[config.mk]
export PLATFORM = sky130hd
export DESIGN_NAME = ps2_host_tx
export DESIGN_NICKNAME = d
export VERILOG_FILES = /design/src/rtl/ps2_pkg.sv /design/src/rtl/ps2_line_sync.sv /design/src/rtl/ps2_host_tx.sv
export SDC_FILE = /design/constraint.sdc
export NUM_CORES = 1
export LEC_CHECK = 0
export CAP_MARGIN = 15
export CORE_UTILIZATION = 35
export DETAILED_ROUTE_END_ITERATION = 10
export PLACE_DENSITY = 0.6
export SLEW_MARGIN = 10
export SYNTH_ARGS = -nofsm -noshare
export SYNTH_HDL_FRONTEND = slang
export SYNTH_SLANG_ARGS = --single-unit
[constraint.sdc]
create_clock -name clk -period 2.7 [get_ports clk]
set_clock_uncertainty 0.05 [all_clocks]
set_input_delay 0.27 -clock clk [delete_from_list [all_inputs] [get_ports clk]]
set_output_delay 0.27 -clock clk [all_outputs]
set_load 0.005 [all_outputs]
[src/rtl/ps2_pkg.sv]
// Shared PS/2 definitions: host transmitter states, command/response bytes
// and the microsecond-to-cycle conversion used to size all timing constants.
package ps2_pkg;

   typedef enum logic [3:0] {
      ST_IDLE,
      ST_INHIBIT,
      ST_START,
      ST_REQ,
      ST_SHIFT,
      ST_ACK,
      ST_RELEASE,
      ST_DONE,
      ST_FAIL
   } ps2_tx_state_t;

   localparam logic [7:0] PS2_CMD_SET_LED = 8'hED;
   localparam logic [7:0] PS2_CMD_RESET   = 8'hFF;
   localparam logic [7:0] PS2_CMD_ENABLE  = 8'hF4;
   localparam logic [7:0] PS2_RSP_ACK     = 8'hFA;
   localparam logic [7:0] PS2_SC_BREAK    = 8'hF0;

   // Falls 1..10 carry d0..d7, parity, stop; fall 11 is the device ACK.
   localparam logic [3:0] PS2_LAST_DATA_FALL = 4'd10;

   function automatic int unsigned us_to_cyc(input int unsigned freq_hz,
                                             input int unsigned us);
      return (freq_hz / 1_000_000) * us;
   endfunction

endpackage

[src/rtl/ps2_line_sync.sv]
// Two-flop synchronizers for the PS/2 clock and data pins with falling-edge
// detection on the synchronized levels; shared with the scan-code receiver.
module ps2_line_sync (
   input  logic clk,
   input  logic rst,
   input  logic ps2_clk,
   input  logic ps2_data,
   output logic clk_sync,
   output logic data_sync,
   output logic clk_fall,
   output logic data_fall
);

   logic [1:0] clk_meta;
   logic [1:0] data_meta;
   logic       clk_prev;
   logic       data_prev;

   // Reset to the idle-high line level so leaving reset never fakes an edge.
   always_ff @(posedge clk) begin
      if (rst) begin
         clk_meta  <= '1;
         data_meta <= '1;
         clk_prev  <= 1'b1;
         data_prev <= 1'b1;
      end else begin
         clk_meta  <= {clk_meta[0], ps2_clk};
         data_meta <= {data_meta[0], ps2_data};
         clk_prev  <= clk_meta[1];
         data_prev <= data_meta[1];
      end
   end

   assign clk_sync  = clk_meta[1];
   assign data_sync = data_meta[1];
   assign clk_fall  = clk_prev & ~clk_meta[1];
   assign data_fall = data_prev & ~data_meta[1];

endmodule

[src/rtl/ps2_host_tx.sv]
// PS/2 host-to-device transmitter: inhibit, request-to-send, shift one command
// byte out on device clock falls and check the device ACK bit.
module ps2_host_tx
   import ps2_pkg::*;
#(
   parameter int unsigned CLK_FREQ_HZ    = 50_000_000,
   parameter int unsigned INHIBIT_US     = 120,
   parameter int unsigned REQ_TIMEOUT_US = 15000,
   parameter int unsigned BIT_TIMEOUT_US = 2000
) (
   input  logic       clk,
   input  logic       rst,
   input  logic [7:0] tx_data,
   input  logic       tx_start,
   input  logic       ps2_clk_in,
   input  logic       ps2_data_in,
   output logic       ps2_clk_oe,
   output logic       ps2_data_oe,
   output logic       tx_busy,
   output logic       tx_done,
   output logic       tx_err
);

   localparam int unsigned INH_CYC   = us_to_cyc(CLK_FREQ_HZ, INHIBIT_US);
   localparam int unsigned START_CYC = us_to_cyc(CLK_FREQ_HZ, 1);
   localparam int unsigned REQ_TO    = us_to_cyc(CLK_FREQ_HZ, REQ_TIMEOUT_US);
   localparam int unsigned BIT_TO    = us_to_cyc(CLK_FREQ_HZ, BIT_TIMEOUT_US);
   localparam int unsigned TW        = $clog2(REQ_TO + 1);

   localparam logic [TW-1:0] INH_LAST   = TW'(INH_CYC - 1);
   localparam logic [TW-1:0] START_LAST = TW'(START_CYC - 1);
   localparam logic [TW-1:0] REQ_LIMIT  = TW'(REQ_TO);
   localparam logic [TW-1:0] BIT_LIMIT  = TW'(BIT_TO);

   ps2_tx_state_t state, state_n;
   logic [10:0]   sh, sh_n;
   logic [3:0]    bit_cnt, bit_cnt_n;
   logic [TW-1:0] timer, timer_n;
   logic          err_flag, err_flag_n;
   logic          clk_oe_n, data_oe_n, busy_n, done_n, err_n;

   logic clk_sync, data_sync, clk_fall;
   logic unused_data_fall;

   ps2_line_sync u_sync (
      .clk       (clk),
      .rst       (rst),
      .ps2_clk   (ps2_clk_in),
      .ps2_data  (ps2_data_in),
      .clk_sync  (clk_sync),
      .data_sync (data_sync),
      .clk_fall  (clk_fall),
      .data_fall (unused_data_fall)
   );

   always_ff @(posedge clk) begin
      if (rst) begin
         state       <= ST_IDLE;
         sh          <= '0;
         bit_cnt     <= '0;
         timer       <= '0;
         err_flag    <= 1'b0;
         ps2_clk_oe  <= 1'b0;
         ps2_data_oe <= 1'b0;
         tx_busy     <= 1'b0;
         tx_done     <= 1'b0;
         tx_err      <= 1'b0;
      end else begin
         state       <= state_n;
         sh          <= sh_n;
         bit_cnt     <= bit_cnt_n;
         timer       <= timer_n;
         err_flag    <= err_flag_n;
         ps2_clk_oe  <= clk_oe_n;
         ps2_data_oe <= data_oe_n;
         tx_busy     <= busy_n;
         tx_done     <= done_n;
         tx_err      <= err_n;
      end
   end

   always_comb begin
      state_n    = state;
      sh_n       = sh;
      bit_cnt_n  = bit_cnt;
      timer_n    = timer + 1'b1;
      err_flag_n = err_flag;
      data_oe_n  = ps2_data_oe;

      unique case (state)
         ST_IDLE: begin
            timer_n = '0;
            if (tx_start) begin
               // Start bit sits in sh[0] and is dropped when the clock is released.
               sh_n       = {1'b1, ~^tx_data, tx_data, 1'b0};
               bit_cnt_n  = '0;
               err_flag_n = 1'b0;
               state_n    = ST_INHIBIT;
            end
         end
         ST_INHIBIT: begin
            if (timer == INH_LAST) begin
               timer_n   = '0;
               data_oe_n = 1'b1;
               state_n   = ST_START;
            end
         end
         ST_START: begin
            if (timer == START_LAST) begin
               timer_n = '0;
               sh_n    = {1'b1, sh[10:1]};
               state_n = ST_REQ;
            end
         end
         ST_REQ: begin
            if (clk_fall) begin
               data_oe_n = ~sh[0];
               sh_n      = {1'b1, sh[10:1]};
               bit_cnt_n = 4'd1;
               timer_n   = '0;
               state_n   = ST_SHIFT;
            end else if (timer > REQ_LIMIT) begin
               state_n = ST_FAIL;
            end
         end
         ST_SHIFT: begin
            if (clk_fall) begin
               data_oe_n = ~sh[0];
               sh_n      = {1'b1, sh[10:1]};
               bit_cnt_n = bit_cnt + 4'd1;
               timer_n   = '0;
               if (bit_cnt_n == PS2_LAST_DATA_FALL) state_n = ST_ACK;
            end else if (timer > BIT_LIMIT) begin
               state_n = ST_FAIL;
            end
         end
         ST_ACK: begin
            if (clk_fall) begin
               err_flag_n = data_sync;
               timer_n    = '0;
               state_n    = ST_RELEASE;
            end else if (timer > BIT_LIMIT) begin
               state_n = ST_FAIL;
            end
         end
         ST_RELEASE: begin
            if (clk_sync && data_sync) state_n = ST_DONE;
            else if (timer > BIT_LIMIT) state_n = ST_FAIL;
         end
         ST_DONE: state_n = ST_IDLE;
         ST_FAIL: begin
            err_flag_n = 1'b1;
            state_n    = ST_DONE;
         end
         default: state_n = ST_IDLE;
      endcase

      // Line enables follow the next state so they change with it, glitch-free.
      if (!(state_n inside {ST_START, ST_REQ, ST_SHIFT})) data_oe_n = 1'b0;
      clk_oe_n = (state_n == ST_INHIBIT) || (state_n == ST_START);
      busy_n   = !(state_n inside {ST_IDLE, ST_DONE});
      done_n   = (state_n == ST_DONE);
      err_n    = done_n && err_flag_n;
   end

endmodule

==> results.md <==
- Horizontal die dimension: 92.3 um
- Number of violations of the max-capacitance limit: 0
- Yosys cell types: 61
- Cell leakage power: 1.07 nW
- Full die area: 8520 um2
- Rel. slew slack: 53.9%
- Unrepaired setup endpoints after global routing: false
- 1st-pass router iterations: 4
- Final setup violation count: 0
- Number of placement rows: 32
- Hold buffer count at cts: 0
- Count of pins on the block boundary: 18
- Number of warning messages in the yosys log: 0
- Post-CTS setup-driven buffer insertion count: 0
- Type of element launching the critical path: register
- Worst hold path class: register to register
- Crit. Startpoint: state[3]
- Pwr dens: 490 nW/um2
- Syn Nets: 353
- Clock Tree Buf Depth: 2
- Reg-to-reg critical path startpoint: state[3]
- Wire length reported by the detailed router: 5.85 mm
- Power Total: 1.56 mW
- Endpoint of the worst-slack reg-to-reg timing path: ps2_clk_oe
- Growth of design area from synthesis to finish: 11.7%
- Max Clock Freq: 402 MHz
- Capturing element type of the critical path: register
- Post-detailed-route count of antenna-violating nets: 0
- Worst path arrival time: 2660 ps
- Total congestion overflow after global routing: 0
- R2r worst-path depth: 8
- Later-pin clock latency in the skew report: 300 ps
- Vias in the first global route: 2208
- R2r setup slk: 210 ps
- Final std cells w/o fill: 450
- Overall global routing resource usage: 14.7%
- Number of buffers added by the clock tree synthesis step: 5
- Number of hold violations in the final report: 0
- Crit share post-route: 92.2%
- H-tree level count: 2
- Area of the core: 7810 um2
- Number of clock sinks: 50
- Worst setup path category: register to register
- Clock transition time at the flip-flop clock pins of the worst setup and hold paths: 90 ps
- Required time reported for the critical path endpoint: 2870 ps
- Share of post-route cells with drive strength above 1: 12.9%
- Number of enable-type register cells in the synthesized netlist: 0
- Post_cts resized: 0
- Fraction of the yosys area taken by sequential cells: 35.1%
- Synthesis-stage register bit count: 50
- Worst voltage drop across the vdd grid: 0.000163 V
- Time the final worst path needs with I/O delays and setup: 2490 ps
- Layout Cell Area excl Fill: 3190 um2
- Run status: completed
- Nets: 365
- Die Y-Extent: 92.3 um
- Largest net degree at the start of global routing: 30
- Initial standard-cell utilization of the core: 36.6%
- Cells after synthesis: 335
- Clock tree from TritonCTS: yes
- Final core utilization: 40.8%
- Per-cell via count in the routed design: 5.20
- Dominant synthesized flop cell: dfxtp_1
- Wire length of the first global-routing pass: 10.2 mm
- Async S/R FF share, synth: 0%
- Critical-path maximum fanout: 10
- Drt initial violations: 133
- Detail-routed net length per standard cell: 13.0 um
- Routability Congestion: 0.857
- Initial antenna violation count: 0
- Final setup TNS: 0 ps
- Total via count in the routed design: 2342
- Port Buffers: 17
- Mapped cell area: 2850 um2
- Area used by sequential logic in the layout: 1000 um2
- Transition time at the pin with the least slew margin: 686 ps
- Number of slew-limit violations in the final report: 0
- Mean Syn Cell Area: 8.52 um2
- Estimated wirelength of the detail-placed design: 4.19 mm
- Placed Area: 3050 um2
- Placed cell count: 442
- FILL cells: 793
- CTS root buffer: clkbuf_8
- Detailed-route DRC error count: 0
- Ant. Diodes: 0
- Crit path capture: ps2_clk_oe
- Multi-input logic area: 1660 um2
==> how the worst min path moves through the flow <==
stage	depth (start not counted)	from	endpoint
2_1_floorplan	1	ps2_clk_in	u_sync.clk_meta[0]
3_3_place_gp	1	u_sync.clk_meta[0]	u_sync.clk_meta[1]
3_5_place_dp	1	u_sync.data_meta[0]	u_sync.data_meta[1]
4_1_cts	1	u_sync.clk_meta[0]	u_sync.clk_meta[1]
5_1_grt	1	u_sync.data_meta[0]	u_sync.data_meta[1]
6_report	1	u_sync.clk_meta[0]	u_sync.clk_meta[1]
==> placed cells by master, fill, tap and decap left out, types with 2 or more instances in the layout <==
master	Yosys	final
nor4_1	3	3
or3_2	3	3
a31o_2	2	2
a211oi_1	10	10
inv_1	7	7
nand3_1	11	11
dfxtp_1	50	50
nand4_1	5	5
nor3b_1	2	2
xor2_1	12	12
xnor2_1	13	13
nor4_2	2	2
a21oi_1	13	13
nand4b_1	2	2
clkbuf_8	4	6
nor2_1	54	54
nor4b_1	3	3
clkdlybuf4s50_1	0	17
nor2b_1	7	7
nand2_1	21	21
o21ai_0	12	12
and3_1	2	2
mux2i_1	12	12
o21a_1	2	2
buf_4	4	8
ha_1	5	5
a211oi_2	2	2
or4_4	2	2
a21o_2	2	2
nor3_1	8	8
o211ai_1	2	2
or3_1	6	6
bufinv_16	0	2
a31oi_1	5	5
nand2b_1	3	3
and2_1	5	5
or2_2	5	5
==> registers in the layout, indices dropped and copies added (netlist names), 2 cells and up <==
register / count
u_sync.data_meta: 2
bit_cnt: 4
state: 4
sh: 11
u_sync.clk_meta: 2
timer: 20
==> per-stage QoR <==
| step | worst slack, ps | hold slack [ps] |
|---|---|---|
| 3_3_place_gp | 280 | 345 |
| 2_1_floorplan | 590 | 324 |
| 6_report | 210 | 371 |
| 5_1_grt | 67.6 | 395 |
| 4_1_cts | 197 | 380 |
| 3_5_place_dp | 223 | 356 |
==> final cells by class <==
type                            count  area share (%)
Clock buffer                        6            2.59
Clock inverter                      2            1.88
Inverter                            7           0.824
Multi-Input combinational cell    258            52.1
Sequential cell                    50            31.4
Tap cell                          102            4.00
Timing Repair Buffer               25            7.22
==> cells by family after synthesis <==
kind of cell | synth area share [%]
AOI/OAI and AO/OA | 14.2
xor gates and xnor gates | 7.67
adders and majority gates | 2.19
buffers and inverters | 6.71
DFF | 35.1
muxes | 4.21
and+or+nand+nor | 30.0
==> per-layer routing <==
layer	global-route usage, %	wire, um	up-vias
met5	0	0	-
met4	4.82	65	0
met3	2.79	231	6
met2	23.6	2710	52
met1	19.8	2840	1087
li1	-	-	1197
==> where the power goes <==
group          total, mW  switching (mW)  internal [mW]
registers          0.771          0.0120          0.759
clock network      0.648           0.253          0.395
logic              0.144          0.0746         0.0693
total               1.56           0.339           1.22
==> Yosys cell counts (5+ instances only) <==
master / instances / area (um2)
ha_1: 5 / 62.6
or2_2: 5 / 31.3
xnor2_1: 13 / 114
a31oi_1: 5 / 31.3
nor2_1: 54 / 203
or3_1: 6 / 37.5
mux2i_1: 12 / 120
nand3_1: 11 / 55.1
o21ai_0: 12 / 60.1
xor2_1: 12 / 105
and2_1: 5 / 31.3
a211oi_1: 10 / 75.1
dfxtp_1: 50 / 1000
nor3_1: 8 / 40.0
a21oi_1: 13 / 65.1
inv_1: 7 / 26.3
nand2_1: 21 / 78.8
nor2b_1: 7 / 43.8
nand4_1: 5 / 31.3
==> critical path, stage by stage (launching register included) <==
cell,delay [ps]
dfxtp_1,380
buf_4,200
nor2b_1,420
nand2_1,280
or3_2,550
nand4_2,130
a211oi_4,70
xnor2_1,160
nor4_2,150
(Power assumes the default switching activity.)
